**config.mk**
```make
export PLATFORM = sky130hd
export DESIGN_NAME = trace_filter_scheduler
export DESIGN_NICKNAME = d
export VERILOG_FILES = /design/src/rtl/trace_filter_scheduler.sv
export SDC_FILE = /design/constraint.sdc
export NUM_CORES = 1
export LEC_CHECK = 0
export ABC_AREA = 1
export CAP_MARGIN = 20
export CORE_AREA = 5 5 413 415
export DETAILED_ROUTE_END_ITERATION = 7
export DIE_AREA = 0 0 418 420
export PLACE_DENSITY = 0.44
export SYNTH_ARGS = -nofsm -noshare
export SYNTH_HDL_FRONTEND = slang
export SYNTH_SLANG_ARGS = --single-unit
```
**constraint.sdc**
```tcl
create_clock -name clk -period 8.5 [get_ports clk]
set_clock_uncertainty 0.05 [all_clocks]
set_input_delay 1.275 -clock clk [delete_from_list [all_inputs] [get_ports clk]]
set_output_delay 1.275 -clock clk [all_outputs]
set_load 0.05 [all_outputs]
```
**src/rtl/trace_filter_scheduler.sv**
```systemverilog
// Trace record scheduler: buffers kept commits, injects RESYNC/OVERFLOW records, one valid/ready output.
// Optional: define TRACE_SCHED_TIMESTAMP_EN to add a 32-bit cycle timestamp to every record (out_timestamp).
module trace_filter_scheduler #(
   parameter int FIFO_DEPTH               = 8,
   parameter int RESYNC_PERIOD            = 1024,
   parameter int PC_WIDTH                 = 64,
   parameter int LOST_CNT_WIDTH           = 16,
   parameter int RISC_V_INSTRUCTION_WIDTH = 32
) (
   input  logic                                clk,
   input  logic                                rst,
   input  logic                                enable,
   input  logic                                pc_valid,
   input  logic [PC_WIDTH-1:0]                 pc,
   input  logic [RISC_V_INSTRUCTION_WIDTH-1:0] next_instr,
   input  logic                                drop_instr,
   output logic                                out_valid,
   input  logic                                out_ready,
   output logic [1:0]                          out_kind,
   output logic [PC_WIDTH-1:0]                 out_pc,
   output logic [RISC_V_INSTRUCTION_WIDTH-1:0] out_data,
   output logic [$clog2(FIFO_DEPTH):0]         fifo_level,
   output logic                                overflow_pending
`ifdef TRACE_SCHED_TIMESTAMP_EN
   ,
   output logic [31:0]                         out_timestamp
`endif
);

   // state   | meaning
   // ST_RUN  | output presents the FIFO head (if any)
   // ST_OVF  | output presents the snapshotted OVERFLOW record

   localparam int AW = $clog2(FIFO_DEPTH);
   localparam int LW = AW + 1;
   localparam int TW = $clog2(RESYNC_PERIOD);
   localparam int IW = RISC_V_INSTRUCTION_WIDTH;

   localparam logic [1:0] KIND_INSTR  = 2'd0;
   localparam logic [1:0] KIND_RESYNC = 2'd1;
   localparam logic [1:0] KIND_OVF    = 2'd2;

   typedef enum logic {ST_RUN, ST_OVF} state_t;

   state_t state_q, state_d;

   logic [TW-1:0]             rs_timer;
   logic                      resync_due;
   logic                      commit, cand;

   logic                      stg_valid;
   logic [1:0]                stg_kind;
   logic [PC_WIDTH-1:0]       stg_pc;
   logic [IW-1:0]             stg_data;

   logic [1:0]                mem_kind [FIFO_DEPTH];
   logic [PC_WIDTH-1:0]       mem_pc   [FIFO_DEPTH];
   logic [IW-1:0]             mem_data [FIFO_DEPTH];
   logic [AW-1:0]             wr_ptr, rd_ptr;
   logic [LW-1:0]             level;
   logic                      push, pop, loss;

   logic [LOST_CNT_WIDTH-1:0] lost_cnt, rec_cnt;
   logic [PC_WIDTH-1:0]       lost_pc, rec_pc;
   logic                      ovf_pend;
   logic                      ovf_enter, ovf_hs;

   assign commit = pc_valid && enable;
   assign cand   = commit && (!drop_instr || resync_due);

   // Terminal count re-arms the timer so the RESYNC commit itself is the first of the next period.
   always_ff @(posedge clk) begin
      if (rst) begin
         rs_timer   <= '0;
         resync_due <= 1'b0;
      end else if (commit) begin
         if (rs_timer == TW'(RESYNC_PERIOD - 1)) begin
            rs_timer   <= '0;
            resync_due <= 1'b1;
         end else begin
            rs_timer   <= rs_timer + 1'b1;
            resync_due <= 1'b0;
         end
      end
   end

   // One-record staging register: gives the fixed one-cycle commit-to-output latency.
   always_ff @(posedge clk) begin
      if (rst) begin
         stg_valid <= 1'b0;
         stg_kind  <= KIND_INSTR;
         stg_pc    <= '0;
         stg_data  <= '0;
      end else begin
         stg_valid <= cand;
         if (cand) begin
            stg_kind <= resync_due ? KIND_RESYNC : KIND_INSTR;
            stg_pc   <= pc;
            stg_data <= next_instr;
         end
      end
   end

   assign pop  = (state_q == ST_RUN) && (level != '0) && out_ready;
   assign push = stg_valid && ((level < LW'(FIFO_DEPTH)) || pop);
   assign loss = stg_valid && !push;

   always_ff @(posedge clk) begin
      if (push) begin
         mem_kind[wr_ptr] <= stg_kind;
         mem_pc[wr_ptr]   <= stg_pc;
         mem_data[wr_ptr] <= stg_data;
      end
   end

   always_ff @(posedge clk) begin
      if (rst) begin
         wr_ptr <= '0;
         rd_ptr <= '0;
         level  <= '0;
      end else begin
         if (push) wr_ptr <= wr_ptr + 1'b1;
         if (pop)  rd_ptr <= rd_ptr + 1'b1;
         case ({push, pop})
            2'b10:   level <= level + 1'b1;
            2'b01:   level <= level - 1'b1;
            default: level <= level;
         endcase
      end
   end

   assign ovf_enter = (state_q == ST_RUN) && ovf_pend && (level == '0);
   assign ovf_hs    = (state_q == ST_OVF) && out_ready;

   // The OVF record is snapshotted on entry so it stays stable; losses during OVF restart the live counter.
   always_ff @(posedge clk) begin
      if (rst) begin
         lost_cnt <= '0;
         lost_pc  <= '0;
         rec_cnt  <= '0;
         rec_pc   <= '0;
         ovf_pend <= 1'b0;
      end else begin
         if (ovf_enter) begin
            rec_cnt  <= lost_cnt;
            rec_pc   <= lost_pc;
            lost_cnt <= '0;
         end else if (loss) begin
            if (lost_cnt == '0) lost_pc <= stg_pc;
            if (lost_cnt != '1) lost_cnt <= lost_cnt + 1'b1;
         end
         if (loss)        ovf_pend <= 1'b1;
         else if (ovf_hs) ovf_pend <= (lost_cnt != '0);
      end
   end

`ifdef TRACE_SCHED_TIMESTAMP_EN
   logic [31:0] cyc_cnt, lost_ts, rec_ts;
   logic [31:0] mem_ts [FIFO_DEPTH];

   always_ff @(posedge clk) begin
      if (push) mem_ts[wr_ptr] <= cyc_cnt;
   end

   always_ff @(posedge clk) begin
      if (rst) begin
         cyc_cnt <= '0;
         lost_ts <= '0;
         rec_ts  <= '0;
      end else begin
         cyc_cnt <= cyc_cnt + 1'b1;
         if (ovf_enter)                     rec_ts  <= lost_ts;
         else if (loss && lost_cnt == '0)   lost_ts <= cyc_cnt;
      end
   end
`endif

   always_ff @(posedge clk) begin
      if (rst) state_q <= ST_RUN;
      else     state_q <= state_d;
   end

   always_comb begin
      state_d   = state_q;
      out_valid = 1'b0;
      out_kind  = KIND_INSTR;
      out_pc    = '0;
      out_data  = '0;
`ifdef TRACE_SCHED_TIMESTAMP_EN
      out_timestamp = '0;
`endif
      case (state_q)
         ST_RUN: begin
            if (ovf_enter) state_d = ST_OVF;
            if (level != '0) begin
               out_valid = 1'b1;
               out_kind  = mem_kind[rd_ptr];
               out_pc    = mem_pc[rd_ptr];
               out_data  = mem_data[rd_ptr];
`ifdef TRACE_SCHED_TIMESTAMP_EN
               out_timestamp = mem_ts[rd_ptr];
`endif
            end
         end
         ST_OVF: begin
            out_valid = 1'b1;
            out_kind  = KIND_OVF;
            out_pc    = rec_pc;
            out_data  = IW'(rec_cnt);
`ifdef TRACE_SCHED_TIMESTAMP_EN
            out_timestamp = rec_ts;
`endif
            if (out_ready) state_d = ST_RUN;
         end
         default: state_d = ST_RUN;
      endcase
   end

   assign fifo_level       = level;
   assign overflow_pending = ovf_pend;

endmodule

```
After elaboration in Yosys (flattened, before gate mapping)
Memories as Yosys holds them, arrays and structs flattened. A register that Yosys moved wholly into a read port is not among the register bits.
Cells that the tools add are included.
Word-level totals
  bits in registers: 282
  bits in writable memories: 784
  input port bits: 102
  output and inout bits: 104
  logic and storage cells: 78
  memories: 3
Operators by class
  add/sub/neg operators: 6
  $lt $le $gt $ge: 1
  equal/unequal tests: 4
  muxes and demuxes: 25
  bitwise gates (word level): 2
  reduce and logical (&&, ||, !) cells: 22
Memories
  mem_pc: depth 8, width 64, read ports 1, clocked after memory_dff 1, wr ports 1, RTL line 57  | logic [PC_WIDTH-1:0] mem_pc [FIFO_DEPTH];
  mem_data: depth 8, width 32, read ports 1, clocked after memory_dff 1, wr ports 1, RTL line 58  | logic [IW-1:0] mem_data [FIFO_DEPTH];
  mem_kind: depth 8, width 2, read ports 1, clocked after memory_dff 1, wr ports 1, RTL line 56  | logic [1:0] mem_kind [FIFO_DEPTH];
Operators by type and width (number)
  64-bit one-hot mux with 2 select lines: 1
  64-bit 2-to-1 mux: 1
  32-bit one-hot mux with 2 select lines: 1
  32-bit 2-to-1 mux: 1
  3-bit 2-to-1 mux: 6
  16-bit by 1-bit adder with 16-bit output, second input constant: 1
  16-bit zero test: 1
  16-bit inequality test, second input constant: 1
  16-bit nonzero test: 1
  10-bit by 1-bit adder with 10-bit output, second input constant: 1
  10-bit equality test, second input constant: 1
  10-bit 2-to-1 mux: 1
  1-bit logical AND: 9
  1-bit 2-to-1 mux: 9
  4-bit one-hot mux with 2 select lines: 1
  3-bit by 1-bit adder with 3-bit output, second input constant: 2
  4-bit by 1-bit adder with 4-bit output, second input constant: 1
  4-bit zero test: 1
  4-bit < comparator, second input constant: 1
  1-bit one-hot mux with 2 select lines: 2
  2-bit one-hot mux with 2 select lines: 1
  2-bit nonzero test: 2
  4-bit nonzero test: 1
  4-bit by 1-bit subtractor with 4-bit output, second input constant: 1
  9 further kinds: 12

Depth between registers and ports, before layout
  word-level depth: 8
  mapped depth: 15
  gate-level depth less buffers: 15

Least setup slack after synthesis
OpenSTA, ideal clock, no wires.
  path kind: in2reg
  from: in out_ready
  to: mem mem_data[0][0] (netlist bit) (enable)
  library setup time: 0.553 ns
  data arrival time: 5.992 ns
  required time: 7.897 ns
  path slack: 1.905 ns
  cell stages on the path: 5
  buffers on the path: 0
  cell sequence: nand3_4 nand2_1 nand2_1 or2_2 nor2_1
Between the ends
  word-level cells in the longest chain between the ends: 5
RTL lines
  start: declaration: RTL line 18  | input logic out_ready,
  1-bit logical AND: RTL line 104  | assign pop = (state_q == ST_RUN) && (level != '0) && out_ready;
  1-bit logical OR: RTL line 105  | assign push = stg_valid && ((level < LW'(FIFO_DEPTH)) || pop);
  1-bit logical AND: RTL line 105
  1-bit 2-to-1 mux: RTL line 109  | if (push) begin
  1-bit 2-to-1 mux (not written as such): RTL line 112  | mem_data[wr_ptr] <= stg_data;
  end: declaration: RTL line 58
No other way between the ends.

==> flow_summary_export.csv <==
group,metric,value,unit
clock_network,path_clk_slew,0.06,ns
clock_network,cts.path.max_buffers,3,
global_routing,antenna_found_initial,3,
sta,finalCritPeriodShare,0.719,
cells_and_area,multi_input_area,0.0108,mm2
worst_hold_path,min_to,"rs_timer[8]",
clock_network,cts.sinks,1060,
floorplan,dieWidth,418,um
clock_network,htreeDepth,3,
clock_network,root_buffer,"clkbuf_16",
synthesis,synth-edff-count,776,
critical_path,crit_fanout,96,
power_and_ir_drop,p_leak,16.7,nW
placed_design,dp_hpwl,67600,um
status,outcome,"complete, no violations",
clock_network,clock_latency,0.73,ns
critical_path,r2r-end,"mem_pc[6][44]",
routing,post_drt_wl_per_cell,20.4,um
critical_path,arrival,4.79,ns
global_routing,grt_pass1_wl,185000,um
cells_and_area,nets,3996,
clock_network,cts_resized,0,
worst_hold_path,worstHoldStart,"rs_timer[8]",
clock_network,post_cts_buffers,0,
synthesis,synth_top_area_frac,0.564,
sta,hold_violations,0,
cells_and_area,final-seq-area,0.0290,mm2
synthesis,yosys-top-cells-area,"edfxtp_1 56%, dfxtp_1 14%, nor2_1 7.7%, o21ai_0 7.1%, nand2_1 3.4%",
synthesis,ys_types,33,
cells_and_area,area.growth.synth_to_final,19.6,%
synthesis,synthFlopType,"edfxtp_1",
sta,final.min_clock_period,6.11,ns
floorplan,row_count,150,
sta,rsz0062_at_grt,"false",
placed_design,port_buffers,205,
critical_path,timing.rr.start,"state_q",
power_and_ir_drop,vdd_drop_max,0.180,mV
synthesis,ys_seq_area_frac,0.701,
worst_hold_path,holdPathStages,2,
sta,slew_violations,0,
synthesis,synth_area,0.0413,mm2
placed_design,placed_cells,5969,
routing,drc,0,
clock_network,cts_tree,"done",
synthesis,syn_area_per_cell,11.0,um2
synthesis,syn_nets,3871,
routing,routed_wl,126000,um
synthesis,syn_inst,3761,
synthesis,synth.most_common_cell,"nor2_1",
power_and_ir_drop,power,15.5,mW
flow_run,drv_cap,0,
cells_and_area,drive_gt1_frac,0.0636,
power_and_ir_drop,power_density,314,mW/mm2
global_routing,grt_pass1_vias,27200,
sta,setup_violations,0,
sta,worst_slew_pin_slew,1.14,ns
synthesis,synth-async-reset-ratio,0,
critical_path,critical_path_required,7.17,ns
synthesis,yosys_warnings,0,
critical_path,cp-start-kind,"register",
critical_path,crit_path_end_kind,"output port",
synthesis,yosys.area.top_type,"edfxtp_1",
global_routing,grt_use_total,0.141,
placed_design,dp_slack,3.09,ns
floorplan,die_h,420,um
worst_hold_path,hp-class,"reg -> reg",
sta,slew_headroom,0.239,
critical_path,worstSetupPathType,"reg -> out",
synthesis,synth-seq-cells,1060,
sta,setup_ws,2.39,ns
routing,drt_iter0_markers,1748,
routing,vias,27600,
routing,drtAntennaViolNets,0,
cells_and_area,final_cells,6198,
floorplan,die_area,0.176,mm2
cells_and_area,post-route-util,0.297,
critical_path,r2r_cells,7,
clock_network,cts_hold_buf,0,
floorplan,core-area,0.166,mm2
floorplan,io_pins,206,
routing,drt_first_pass_iters,5,
sta,finalSetupTns,0,ns
global_routing,grt_max_degree,138,
cells_and_area,fill_cells,17300,
synthesis,synth_common_cells,"843 x nor2_1, 776 x edfxtp_1, 588 x o21ai_0",
clock_network,cts_buffers,119,
critical_path,reg2reg_setup_slack,4.52,ns
sta,max_freq,164,MHz
placed_design,gp_congestion,0.744,
floorplan,initial_core_util,0.249,
routing,viasPerCell,4.46,
global_routing,grt-ovfl-total,0,
[report_power, final]
part           total (mW)  internal (mW)  switching, mW
registers            5.73           5.61          0.118
logic                4.79           1.30           3.50
clock network        5.02           2.91           2.11
total                15.5           9.82           5.73
[worst max-delay path, cell delays in order, from the launching register on]
cell and delay (ns):
dfxtp_4 0.72, buf_4 0.61, buf_4 0.83, o21ai_0 0.22
o221ai_1 0.24, nand3_1 0.16, nand2_1 0.22, clkdlybuf4s50_1 0.84
[registers in the layout (all words and copies together), names as in the netlist, named ones only]
register / flops
wr_ptr: 3
lost_cnt: 16
rec_cnt: 16
stg_pc: 64
stg_valid: 1
rs_timer: 10
mem_data: 256
stg_data: 32
mem_kind: 8
rd_ptr: 3
overflow_pending: 1
fifo_level: 4
stg_kind: 1
rec_pc: 64
lost_pc: 64
mem_pc: 512
resync_due: 1
state_q: 1
[cell type report]
| class | count | area share |
|---|---|---|
| Tap cell | 2204 | 0.0558 |
| Antenna cell | 1 | 0.0000506 |
| Clock inverter | 60 | 0.0107 |
| Inverter | 141 | 0.0112 |
| Timing Repair Buffer | 256 | 0.0505 |
| Sequential cell | 1060 | 0.587 |
| Clock buffer | 168 | 0.0666 |
| Multi-Input combinational cell | 2308 | 0.218 |
[placed cells by master, fill, tap and decap left out, types with 2 or more instances in the layout]
| master | synthesis | routed |
|---|---|---|
| a21oi_1 | 143 | 143 |
| buf_12 | 0 | 5 |
| buf_4 | 16 | 46 |
| bufinv_16 | 0 | 7 |
| clkbuf_1 | 155 | 37 |
| clkbuf_16 | 0 | 120 |
| clkbuf_8 | 0 | 11 |
| clkdlybuf4s50_1 | 0 | 205 |
| clkinv_1 | 0 | 19 |
| clkinv_2 | 0 | 22 |
| clkinv_4 | 0 | 3 |
| clkinvlp_4 | 0 | 3 |
| dfxtp_1 | 284 | 280 |
| dfxtp_4 | 0 | 4 |
| edfxtp_1 | 776 | 776 |
| ha_1 | 8 | 8 |
| inv_1 | 137 | 135 |
| inv_16 | 0 | 2 |
| inv_6 | 0 | 5 |
| inv_8 | 0 | 2 |
| nand2_1 | 373 | 373 |
| nand3_1 | 96 | 96 |
| nand3_4 | 2 | 2 |
| nand4_1 | 10 | 10 |
| nor2_1 | 843 | 835 |
| nor2_2 | 5 | 3 |
| nor2_4 | 3 | 13 |
| nor3_1 | 5 | 5 |
| o211ai_1 | 116 | 116 |
| o21a_1 | 3 | 2 |
| o21ai_0 | 588 | 588 |
| o21ai_1 | 19 | 19 |
| o221ai_1 | 44 | 44 |
| o22ai_1 | 34 | 34 |
| xor2_1 | 9 | 9 |
[routing by layer]
metal  global-route usage  up-vias  wire [um]
li1                     -    13400          -
met1                0.178    13600      55900
met2                0.251      417      63700
met3               0.0200      148       4290
met4               0.0377        0       2600
met5                    0        -          0
[kinds of logic (layout without fill, tap and decap cells)]
group                      count (synthesis)  in the layout  share of synthesized area
xor gates and xnor gates                  10             10                    0.00212
other                                      0              1                          0
and+or+nand+nor                         1340           1340                      0.127
adders and majority gates                  8              8                    0.00242
buffers and inverters                    393            625                     0.0394
DFF                                     1060           1060                      0.701
AOI/OAI and AO/OA                        950            950                      0.127
[worst max path at each step]
stage | startpoint | end | cells after the start
floorplan | out_ready | mem_data[0][0] | 5
global placement | register | out_kind[0] | 7
detailed placement | register | out_data[10] | 7
CTS | register | out_data[10] | 7
global route | register | out_data[10] | 7
finish | register | out_data[6] | 7
[through the flow]
step | hold WS (ns) | cell area [um2]
floorplan | 0.374 | 41300
global placement | 0.390 | 45600
detailed placement | 0.393 | 45600
CTS | 0.403 | 49400
global route | 0.444 | 49400
finish | 0.401 | 49400
Note: power is estimated with default switching activity, not from simulation.
